--- config.mk ---
export PLATFORM = sky130hd
export DESIGN_NAME = r_ctrl_sync_flat
export DESIGN_NICKNAME = d
export VERILOG_FILES = /design/src/rtl/r_ctrl_sync_if.sv /design/src/rtl/r_ctrl_sync.sv /design/src/flat_wrapper.sv
export SDC_FILE = /design/constraint.sdc
export NUM_CORES = 1
export LEC_CHECK = 0
export CORE_UTILIZATION = 43
export CTS_BUF_LIST = sky130_fd_sc_hd__clkbuf_4 sky130_fd_sc_hd__clkbuf_8 sky130_fd_sc_hd__clkbuf_16
export CTS_CLUSTER_SIZE = 30
export DETAILED_ROUTE_END_ITERATION = 10
export MAX_ROUTING_LAYER = met4
export PLACE_DENSITY_LB_ADDON = 0.25
export SLEW_MARGIN = 20
export SYNTH_ARGS = -nofsm -noshare
export SYNTH_HDL_FRONTEND = slang
export SYNTH_SLANG_ARGS = --single-unit
--- constraint.sdc ---
create_clock -name r_clk -period 3.1 [get_ports r_clk]
set_input_delay 0.62 -clock r_clk [delete_from_list [all_inputs] [get_ports r_clk]]
set_output_delay 0.62 -clock r_clk [all_outputs]
set_load 0.02 [all_outputs]
--- src/rtl/r_ctrl_sync_if.sv ---
// Read-side FIFO controller bus: request and write pointer in, RAM control and flags out.
interface r_ctrl_sync_if #(
  parameter int unsigned ADDR_W = 3
);
  logic              r_en;
  logic [ADDR_W:0]   w_gaddr;
  logic              r_ren;
  logic [ADDR_W-1:0] r_addr;
  logic [ADDR_W:0]   r_gaddr;
  logic              r_valid;
  logic              r_empty;
  logic              r_aempty;
  logic [ADDR_W:0]   r_level;
  logic              r_underflow;

  modport master (
    output r_en, w_gaddr,
    input  r_ren, r_addr, r_gaddr, r_valid, r_empty, r_aempty, r_level, r_underflow
  );

  modport slave (
    input  r_en, w_gaddr,
    output r_ren, r_addr, r_gaddr, r_valid, r_empty, r_aempty, r_level, r_underflow
  );
endinterface

--- src/rtl/r_ctrl_sync.sv ---
// Read-side pointer/flag controller of a dual-clock FIFO.
// Keeps a binary read pointer, exports its Gray form to the write side,
// synchronises the write Gray pointer over two flops and derives the flags.
module r_ctrl_sync #(
  parameter int unsigned ADDR_W    = 3,
  parameter int unsigned AEMPTY_TH = 1
) (
  input  logic          r_clk,
  input  logic          rst,
  r_ctrl_sync_if.slave  bus
);
  localparam int unsigned PW = ADDR_W + 1;

  logic [ADDR_W:0] w_g_d1;
  logic [ADDR_W:0] w_g_d2;
  logic [ADDR_W:0] bin;
  logic [ADDR_W:0] bin_nxt;
  logic [ADDR_W:0] gray_nxt;
  logic [ADDR_W:0] w_bin;
  logic [ADDR_W:0] level_nxt;
  logic [ADDR_W:0] gaddr_q;
  logic [ADDR_W:0] level_q;
  logic            empty_q;
  logic            aempty_q;
  logic            valid_q;
  logic            underflow_q;
  logic            rd_fire;

  // Two-flop synchroniser for the write-domain Gray pointer
  always_ff @(posedge r_clk) begin
    if (rst) begin
      w_g_d1 <= '0;
      w_g_d2 <= '0;
    end else begin
      w_g_d1 <= bus.w_gaddr;
      w_g_d2 <= w_g_d1;
    end
  end

  // Read acceptance, next pointers and next level from the synchronised write pointer
  always_comb begin
    // Reset suppresses acceptance so no RAM read is issued while rst is held
    rd_fire  = bus.r_en & ~empty_q & ~rst;
    bin_nxt  = bin + PW'(rd_fire);
    gray_nxt = (bin_nxt >> 1) ^ bin_nxt;
    w_bin    = '0;
    for (int unsigned i = 0; i < PW; i++) begin
      w_bin[i] = ^(w_g_d2 >> i);
    end
    level_nxt = w_bin - bin_nxt;
  end

  // Pointer, flag and level registers
  always_ff @(posedge r_clk) begin
    if (rst) begin
      bin         <= '0;
      gaddr_q     <= '0;
      empty_q     <= 1'b1;
      aempty_q    <= 1'b1;
      level_q     <= '0;
      valid_q     <= 1'b0;
      underflow_q <= 1'b0;
    end else begin
      bin         <= bin_nxt;
      gaddr_q     <= gray_nxt;
      empty_q     <= (gray_nxt == w_g_d2);
      aempty_q    <= (level_nxt <= PW'(AEMPTY_TH));
      level_q     <= level_nxt;
      valid_q     <= rd_fire;
      underflow_q <= bus.r_en & empty_q;
    end
  end

  assign bus.r_ren       = rd_fire;
  assign bus.r_addr      = bin[ADDR_W-1:0];
  assign bus.r_gaddr     = gaddr_q;
  assign bus.r_valid     = valid_q;
  assign bus.r_empty     = empty_q;
  assign bus.r_aempty    = aempty_q;
  assign bus.r_level     = level_q;
  assign bus.r_underflow = underflow_q;
endmodule

--- src/flat_wrapper.sv ---
// flat-port wrapper written by rule: the top's interface ports become plain ports
module r_ctrl_sync_flat 
#(
  parameter int unsigned ADDR_W    = 3,
  parameter int unsigned AEMPTY_TH = 1
)
  (r_clk, rst, bus_r_en, bus_w_gaddr, bus_r_ren, bus_r_addr, bus_r_gaddr, bus_r_valid, bus_r_empty, bus_r_aempty, bus_r_level, bus_r_underflow);
  r_ctrl_sync_if #(.ADDR_W(ADDR_W)) bus_i ();
  input  logic r_clk;
  input  logic rst;
  input wire logic [$bits(bus_i.r_en)-1:0] bus_r_en;
  input wire logic [$bits(bus_i.w_gaddr)-1:0] bus_w_gaddr;
  output wire logic [$bits(bus_i.r_ren)-1:0] bus_r_ren;
  output wire logic [$bits(bus_i.r_addr)-1:0] bus_r_addr;
  output wire logic [$bits(bus_i.r_gaddr)-1:0] bus_r_gaddr;
  output wire logic [$bits(bus_i.r_valid)-1:0] bus_r_valid;
  output wire logic [$bits(bus_i.r_empty)-1:0] bus_r_empty;
  output wire logic [$bits(bus_i.r_aempty)-1:0] bus_r_aempty;
  output wire logic [$bits(bus_i.r_level)-1:0] bus_r_level;
  output wire logic [$bits(bus_i.r_underflow)-1:0] bus_r_underflow;
  assign bus_i.r_en = bus_r_en;
  assign bus_i.w_gaddr = bus_w_gaddr;
  assign bus_r_ren = bus_i.r_ren;
  assign bus_r_addr = bus_i.r_addr;
  assign bus_r_gaddr = bus_i.r_gaddr;
  assign bus_r_valid = bus_i.r_valid;
  assign bus_r_empty = bus_i.r_empty;
  assign bus_r_aempty = bus_i.r_aempty;
  assign bus_r_level = bus_i.r_level;
  assign bus_r_underflow = bus_i.r_underflow;
  r_ctrl_sync #(.ADDR_W(ADDR_W), .AEMPTY_TH(AEMPTY_TH)) u_core (.r_clk(r_clk), .rst(rst), .bus(bus_i));
endmodule
* Word-level counts from Yosys, hierarchy flattened
Index checks and enable logic that the tools add are counted.
** Word-level totals
- Logic and storage cells :: 23
- Register bits after elaboration :: 24
** Operators by class
- Reductions and logical operators :: 4
- Order comparisons :: 1
- Equal/unequal tests :: 1
- Bitwise gates (word level) :: 6
- $add $sub $neg :: 2
** Operators with widths (number)
- 4-bit XOR reduction :: 4
- 4-bit by 1-bit adder with 4-bit output :: 1
- 4-bit == test :: 1
- 4-bit by 1-bit <= comparator with 1-bit output (second input constant) :: 1
- 4-bit subtractor :: 1
- 3-bit by 4-bit bitwise XOR with 4-bit output :: 1
- 1-bit bitwise AND :: 3
- 1-bit NOT :: 2

* Depth between registers and ports, before layout
Gate-level depths: netlist of run 1.
- Word-level depth :: 6
- Mapped depth :: 10

* Least setup slack after synthesis of run 1
OpenSTA, ideal clock, no wires.
- Kind :: input to register
- Start :: input rst
- End :: register u_core.aempty_q (netlist: u_core.bus.r_aempty)
- Arrival :: 3389 ps
- Stages on the path :: 9
- Path buffers :: 1
- Setup time :: 116 ps
- Path slack :: -405 ps
- Path through :: clkbuf_1 -> nor3b_1 -> ha_1 -> ha_1 -> xnor2_1 -> ha_1 -> o2111a_4 -> or4_4 -> a41o_1
** Between the ends
- Cells in the longest elaborated chain, start to end :: 5
** Ends and longest elaborated chain
- from (decl) :: line flat_wrapper.sv:10 : input logic rst;
- 1-bit NOT :: line r_ctrl_sync.sv:43 : rd_fire = bus.r_en & ~empty_q & ~rst;
- 1-bit bitwise AND :: line r_ctrl_sync.sv:43
- net bus_r_ren :: line flat_wrapper.sv:13 : output wire logic [$bits(bus_i.r_ren)-1:0] bus_r_ren;
- 4-bit by 1-bit adder with 4-bit output :: line r_ctrl_sync.sv:44 : bin_nxt = bin + PW'(rd_fire);
- 4-bit subtractor :: line r_ctrl_sync.sv:50 : level_nxt = w_bin - bin_nxt;
- 4-bit by 1-bit <= comparator with 1-bit output :: line r_ctrl_sync.sv:67 : aempty_q <= (level_nxt <= PW'(AEMPTY_TH));
- to (signal assigned) :: line r_ctrl_sync.sv:67
- to (decl) :: line r_ctrl_sync.sv:24 : logic aempty_q;
The timed path passes the listed nets, and every way through them passes these cells.
A chain may end at the register's enable or synchronous reset.

* Final worst setup path of run 1
- Start :: input rst
- End :: register u_core.aempty_q (netlist: u_core.bus.r_aempty)
** Between the ends
- Cells in the longest elaborated chain, start to end :: 5
** Ends and longest elaborated chain (line)
- 1-bit NOT :: r_ctrl_sync.sv:43
- 1-bit bitwise AND :: r_ctrl_sync.sv:43
- 4-bit by 1-bit adder with 4-bit output :: r_ctrl_sync.sv:44
- 4-bit subtractor :: r_ctrl_sync.sv:50
- 4-bit by 1-bit <= comparator with 1-bit output :: r_ctrl_sync.sv:67
Parallel ways exist; a longest one is shown, timed or not.

==> results of run 1 <==
kinds of logic after synthesis:
kind of cell               count (synthesis)
AOI/OAI and AO/OA                          9
xor gates and xnor gates                  17
adders and majority gates                  5
buffers and inverters                      8
DFF                                       23
muxes                                      1
and+or+nand+nor                           25
Yosys cell counts:
cell,n
and3_1,1
or4_4,1
a21oi_1,1
inv_1,5
xnor2_1,10
dfxtp_1,23
xnor3_1,1
and2_1,2
xor2_2,1
mux2_1,1
clkbuf_1,2
nand3_2,1
a41o_1,1
o2111a_4,1
ha_1,5
a2111oi_0,1
o31ai_1,1
nor2_1,9
nor2b_1,9
nor3b_1,2
a31o_1,1
xor2_1,5
a31o_2,1
inv_2,1
o21bai_1,1
a21boi_0,1
through the flow:
stage	instance area, µm²	power [mW]	TNS [ns]	std cells
final	1340	0.584	0	147
after global routing	1340	0.611	0	147
after CTS	1340	0.591	0	147
after detailed placement	1310	0.446	-0.134	143
after global placement	1310	0.443	-0.0910	143
after floorplan	1000	0.398	0	88
worst register-to-register path, delay by kind of cell, from the launching register on:
kind	cells	cell delay (ns)
xor gates and xnor gates	2	0.66
and+or+nand+nor	1	0.51
DFF	1	0.42
buffers and inverters	1	0.08
adders and majority gates	1	0.18
AOI/OAI and AO/OA	2	0.55
sequential cells by signal (all words and copies together), names as in the netlist:
signal,count
u_core.bus.r_gaddr,4
u_core.bus.r_level,4
u_core.w_g_d1,4
u_core.w_g_d2,4
u_core.bin,3
u_core.bus.r_aempty,1
u_core.bus.r_empty,1
u_core.bus.r_underflow,1
u_core.bus.r_valid,1
where the power goes:
part           total [mW]  switching, mW  internal (mW)
combinational       0.118         0.0538         0.0641
clock               0.145         0.0864         0.0590
sequential          0.321        0.00755          0.313
total               0.584          0.148          0.436
cell type report:
class	count	area, µm²	area share, %
flip-flops and latches	23	460	34.5
multi-input cells	57	509	38.1
well taps	27	33.8	2.53
inverters	6	22.5	1.69
repair buffers	30	280	21.0
clock buffers	4	30.0	2.25
metal layers:
metal	global-route usage, %	vias up	wire length, µm
li1	-	355	-
met1	18.1	311	745
met2	25.6	17	784
met3	3.74	5	66
met4	8.82	0	36
met5	-	-	0
path summary, 6_finish.rpt:
| check | start | end | slack [ns] | cells past startpoint |
|---|---|---|---|---|
| max reg2reg | u_core.w_g_d2[3] | u_core.bus.r_aempty | 0.60 | 7 |
| min reg2reg | u_core.w_g_d1[3] | u_core.w_g_d2[3] | 0.45 | 1 |
| min | u_core.w_g_d1[3] | u_core.w_g_d2[3] | 0.45 | 1 |
| max | rst | u_core.bus.r_aempty | 0.20 | 11 |
==> impl_metrics.json, run 1 <==
{
  "drt_iter0_drc": 9,
  "ant_nets": 0,
  "clock-root-buffer": "clkbuf_4",
  "synth_top_area_share_pct": 47.8,
  "drv_slew": 0,
  "hold_viol": 0,
  "grt_pass1_wl_mm": 2.75,
  "ys_ff_latch": 23,
  "syn_avg_cell_area_um2": 10.9,
  "cts_made_buffers": 3,
  "worst_pin_slew_ns": 0.464,
  "routed_wl_mm": 1.63,
  "hpwl_mm": 1.29,
  "dieArea_um2": 2430,
  "initial_utilization_pct": 47.2,
  "fin_ws_ns": 0.200,
  "core_area_um2": 2040,
  "num_vias": 688,
  "final_common_cell": "dfxtp_1",
  "synth_compound_area_share_pct": 8.70,
  "startpoint_type": "primary input",
  "cp_cell_sequence": "clkdlybuf4s50_1 -> nor3b_4 -> ha_2 -> ha_2 -> xnor2_2 -> ha_4 -> inv_1 -> a2111oi_0 -> buf_4 -> or4_4 -> a41o_1",
  "place_ws_ns": -0.134,
  "synthXorXnorAreaFrac_pct": 17.7,
  "ys_warn_count": 0,
  "ioPinCount": 23,
  "htreeDepth": 1,
  "numClockSinks": 23,
  "ys_top_cells_by_area": "dfxtp_1, xnor2_1, ha_1",
  "routedWlPerCell_um": 11.1,
  "hp-class": "flip-flop to flip-flop",
  "yosys.area_share.simple_pct": 15.1,
  "p_leak_nw": 0.540,
  "cp.arrival_ns": 3.11,
  "fill_cells": 180,
  "ir_worst_vdd_mv": 0.293,
  "power_density_nw_per_um2": 437,
  "min_period_ns": 2.90,
  "antenna_found_initial": 0,
  "num_rows": 16,
  "gp_congestion": 0.771,
  "syn_nets": 100,
  "holdBufCountCts": 0,
  "io_buffers": 22,
  "die_w_um": 49.3,
  "clk_pin_slew_worst_paths_ns": 0.11,
  "dr.pass1.iters": 4,
  "worst_path_largest_cell_delay_ns": 0.48,
  "final_cell_mix": "dfxtp_1, clkdlybuf4s50_1, xnor2_1, nor2_1, nor2b_1",
  "synth-adder-area-share_pct": 6.49,
  "netlist_instances": 88,
  "slew_headroom_pct": 68.9,
  "cts_buffer_depth": 2,
  "path_common_cell": "ha_2",
  "drive_gt1_share_pct": 19.2,
  "cts_tree": "yes",
  "synth_cell_type_count": 26,
  "antenna_cells": 0,
  "grt_pass1_vias": 642,
  "yosys.area.top_type": "dfxtp_1",
  "whs_ns": 0.452,
  "areaGrowthSynthToFinish_pct": 38.7,
  "cts_repair_resize_count": 0,
  "clock-skew-final_ns": 0.00938,
  "setup_viol": 0,
  "period_share_pct": 93.6,
  "required_ns": 3.31,
  "slowest_stage": "clkdlybuf4s50_1",
  "die_h_um": 49.3,
  "outcome": "finished, final reports clean",
  "drc_errors": 0,
  "synthMuxAreaShare_pct": 1.17,
  "track_usage_pct": 15.9,
  "vias_per_cell": 4.68,
  "final_core_util_pct": 65.4,
  "postCtsSetupBuffers": 0,
  "cp-end-kind": "flip-flop",
  "fmax_mhz": 345,
  "critical-path-top-delay-family": "buffers and inverters",
  "max_cap_violations": 0,
  "synth_top_family_by_area": "XOR/XNOR gates",
  "rsz0062_at_grt": "no",
  "critPathKind": "primary input to flip-flop",
  "grt_overflow": 0,
  "grt_max_degree": 23,
  "ys_seq_area_share_pct": 47.8,
  "netlist_area_um2": 963,
  "finalNetCount": 133,
  "cp_max_fo": 4,
  "path_buf_inv": 3,
  "clk-insertion-delay-late_ns": 0.31
}
Note: power is estimated with default switching activity, not from simulation.
==> run 2: changes to the inputs <==
--- a/config.mk
+++ b/config.mk
@@ -5,6 +5,7 @@
 export SDC_FILE = /design/constraint.sdc
 export NUM_CORES = 1
 export LEC_CHECK = 0
+export CAP_MARGIN = 30
 export CORE_UTILIZATION = 43
 export CTS_BUF_LIST = sky130_fd_sc_hd__clkbuf_4 sky130_fd_sc_hd__clkbuf_8 sky130_fd_sc_hd__clkbuf_16
 export CTS_CLUSTER_SIZE = 30
==> results of run 2 <==
Final layout, timing and power as in run 1 (identical DEF).
==> patch (config.mk and constraints of run 1) <==
`ADDR_W` is set to 3 in 3 places; all go to 4.
--- a/src/rtl/r_ctrl_sync_if.sv
+++ b/src/rtl/r_ctrl_sync_if.sv
@@ -1,6 +1,6 @@
 // Read-side FIFO controller bus: request and write pointer in, RAM control and flags out.
 interface r_ctrl_sync_if #(
-  parameter int unsigned ADDR_W = 3
+  parameter int unsigned ADDR_W = 4
 );
   logic              r_en;
   logic [ADDR_W:0]   w_gaddr;
--- a/src/rtl/r_ctrl_sync.sv
+++ b/src/rtl/r_ctrl_sync.sv
@@ -2,7 +2,7 @@
 // Keeps a binary read pointer, exports its Gray form to the write side,
 // synchronises the write Gray pointer over two flops and derives the flags.
 module r_ctrl_sync #(
-  parameter int unsigned ADDR_W    = 3,
+  parameter int unsigned ADDR_W    = 4,
   parameter int unsigned AEMPTY_TH = 1
 ) (
   input  logic          r_clk,
--- a/src/flat_wrapper.sv
+++ b/src/flat_wrapper.sv
@@ -1,7 +1,7 @@
 // flat-port wrapper written by rule: the top's interface ports become plain ports
 module r_ctrl_sync_flat 
 #(
-  parameter int unsigned ADDR_W    = 3,
+  parameter int unsigned ADDR_W    = 4,
   parameter int unsigned AEMPTY_TH = 1
 )
   (r_clk, rst, bus_r_en, bus_w_gaddr, bus_r_ren, bus_r_addr, bus_r_gaddr, bus_r_valid, bus_r_empty, bus_r_aempty, bus_r_level, bus_r_underflow);
Ports: changed (resized bus_r_addr, bus_r_gaddr, bus_r_level and bus_w_gaddr); port bits go from 23 to 27. The function was not compared with the original's and may differ.
==> patch against run 1 <==
Fmax down 3.9%; synthesized area up 24%; first-iteration DRC count down 67%; register-to-register slack worse by 310 ps; critical path depth unchanged; sequential share of layout area down 0.44 points; setup slack worse by 120 ps; count of clock-buffer cells in the layout unchanged; sequential cell count up 5; via count up 24%; total power up 27%; wire length up 32%; sequential power up 22%; final area up 23%; critical endpoint unchanged; highest routed layer unchanged.
==> patch: results (changes against run 1) <==
* Synthesized flop and latch total at 28 (+22%)
* Total Routing Usage GR at 0.179 (+0.0196)
* CP arrival at 3250 ps (+140 ps)
* Net count reported at finish at 163 (+23%)
* Worst Tran Pin Value at 416 ps (-48.3 ps)
* Maximum VDD drop at 0.335 mV (+15%)
* Routed met2 length at 1.20 mm (+53%)
* Fraction of layout cells with a size suffix above 1 at 0.174 (-0.0172)
* Multiplexer share of the synthesized area at 0.0292 (+0.0175)
* Most frequent cells after synthesis: dfxtp_1 (28), nor2b_1 (16), nor2_1 (12)
* Largest net degree at the start of global routing at 29 (+26%)
* Logic gate share of total power at 0.237 (+0.035)
* Worst Hold Path EP: u_core.w_g_d2[1]
* Routed WL at 2.16 mm (+32%)
* Routed WL per cell at 12.0 um (+8.4%)
* Tmin final at 3020 ps (+117 ps)
* Fillers at 232 (+29%)
* Cells after Synth at 114 (+30%)
* Part of the power in the clock network at 0.235 (-0.014)
* Inverters at 3 (-3)
* Sequential Area at 561 sq um (+22%)
* Vias per inst at 4.78 (+2.2%)
* Non-clock buffer share at 0.199 (-0.0108)
* Hold_sp: u_core.w_g_d1[1]
* Synthesis-to-finish area growth at 37.5%
* #MultiIn Comb at 79 (+39%)
* Outcome: completed
* Router iterations before antenna repair at 3 (-1)
* Synth top area cells: dfxtp_1 (47%), nor2b_1 (8.4%), xnor2_1 (7.3%)
* RePlAce Congestion at 0.810 (+5.1%)
* Multi-input combinational area share at 0.409 (+0.0282)
* Initial DRC count at 3 (-6)
* XOR/XNOR share of the synthesized area at 0.164 (-0.0127)
* Clk slew on worst S/H paths at 150 ps (+40 ps)
* I/O Buffers at 26 (+18%)
* Worst-path fanout max at 3 (-1)
* Synth Area in Compound Gates at 0.0595 (-0.0275)
* Family with the most delay on the worst path: adder cells
* WL met1 at 881 um (+18%)
* First-pass GRT wire length at 3.66 mm (+33%)
* Net switching power at 195 uW (+32%)
* Bufs w/o clock at 35 (+17%)
* Post-Synth Adder-Cell Area at 0.0783 (+0.0134)
* Crit path largest cell delay at 460 ps (-20 ps)
* Register area share after synthesis at 0.468 (-0.0103)
* R2R Path Start: u_core.w_g_d2[4]
* Final Skew at 4.87 ps (-4.51 ps)
[patch: cell count changes after synthesis, moves of 3 or more]
cell and delta:
nand3_1 +3, nor2b_1 +7, dfxtp_1 +5, nor2_1 +3
[patch: worst max-delay path by stage]
stage | cells after the start | to | start
global route | 11 | u_core.bus.r_aempty | rst
floorplan | 12 | u_core.bus.r_aempty | rst
global placement | 11 | u_core.bus.r_aempty | rst
CTS | 11 | u_core.bus.r_aempty | rst
detailed placement | 11 | u_core.bus.r_aempty | rst
finish | 11 | u_core.bus.r_aempty | rst
[patch: routing by layer]
layer / global-route usage / vias up
met3: 0.0250 / 2
met4: 0.0769 / 0
met5: - / -
met1: 0.192 / 393
met2: 0.321 / 18
li1: - / 443
[patch: kinds of logic after synthesis]
group	after synthesis
DFF	28
AOI/OAI and AO/OA	10
muxes	3
buffers and inverters	7
xor gates and xnor gates	19
adders and majority gates	8
and+or+nand+nor	39
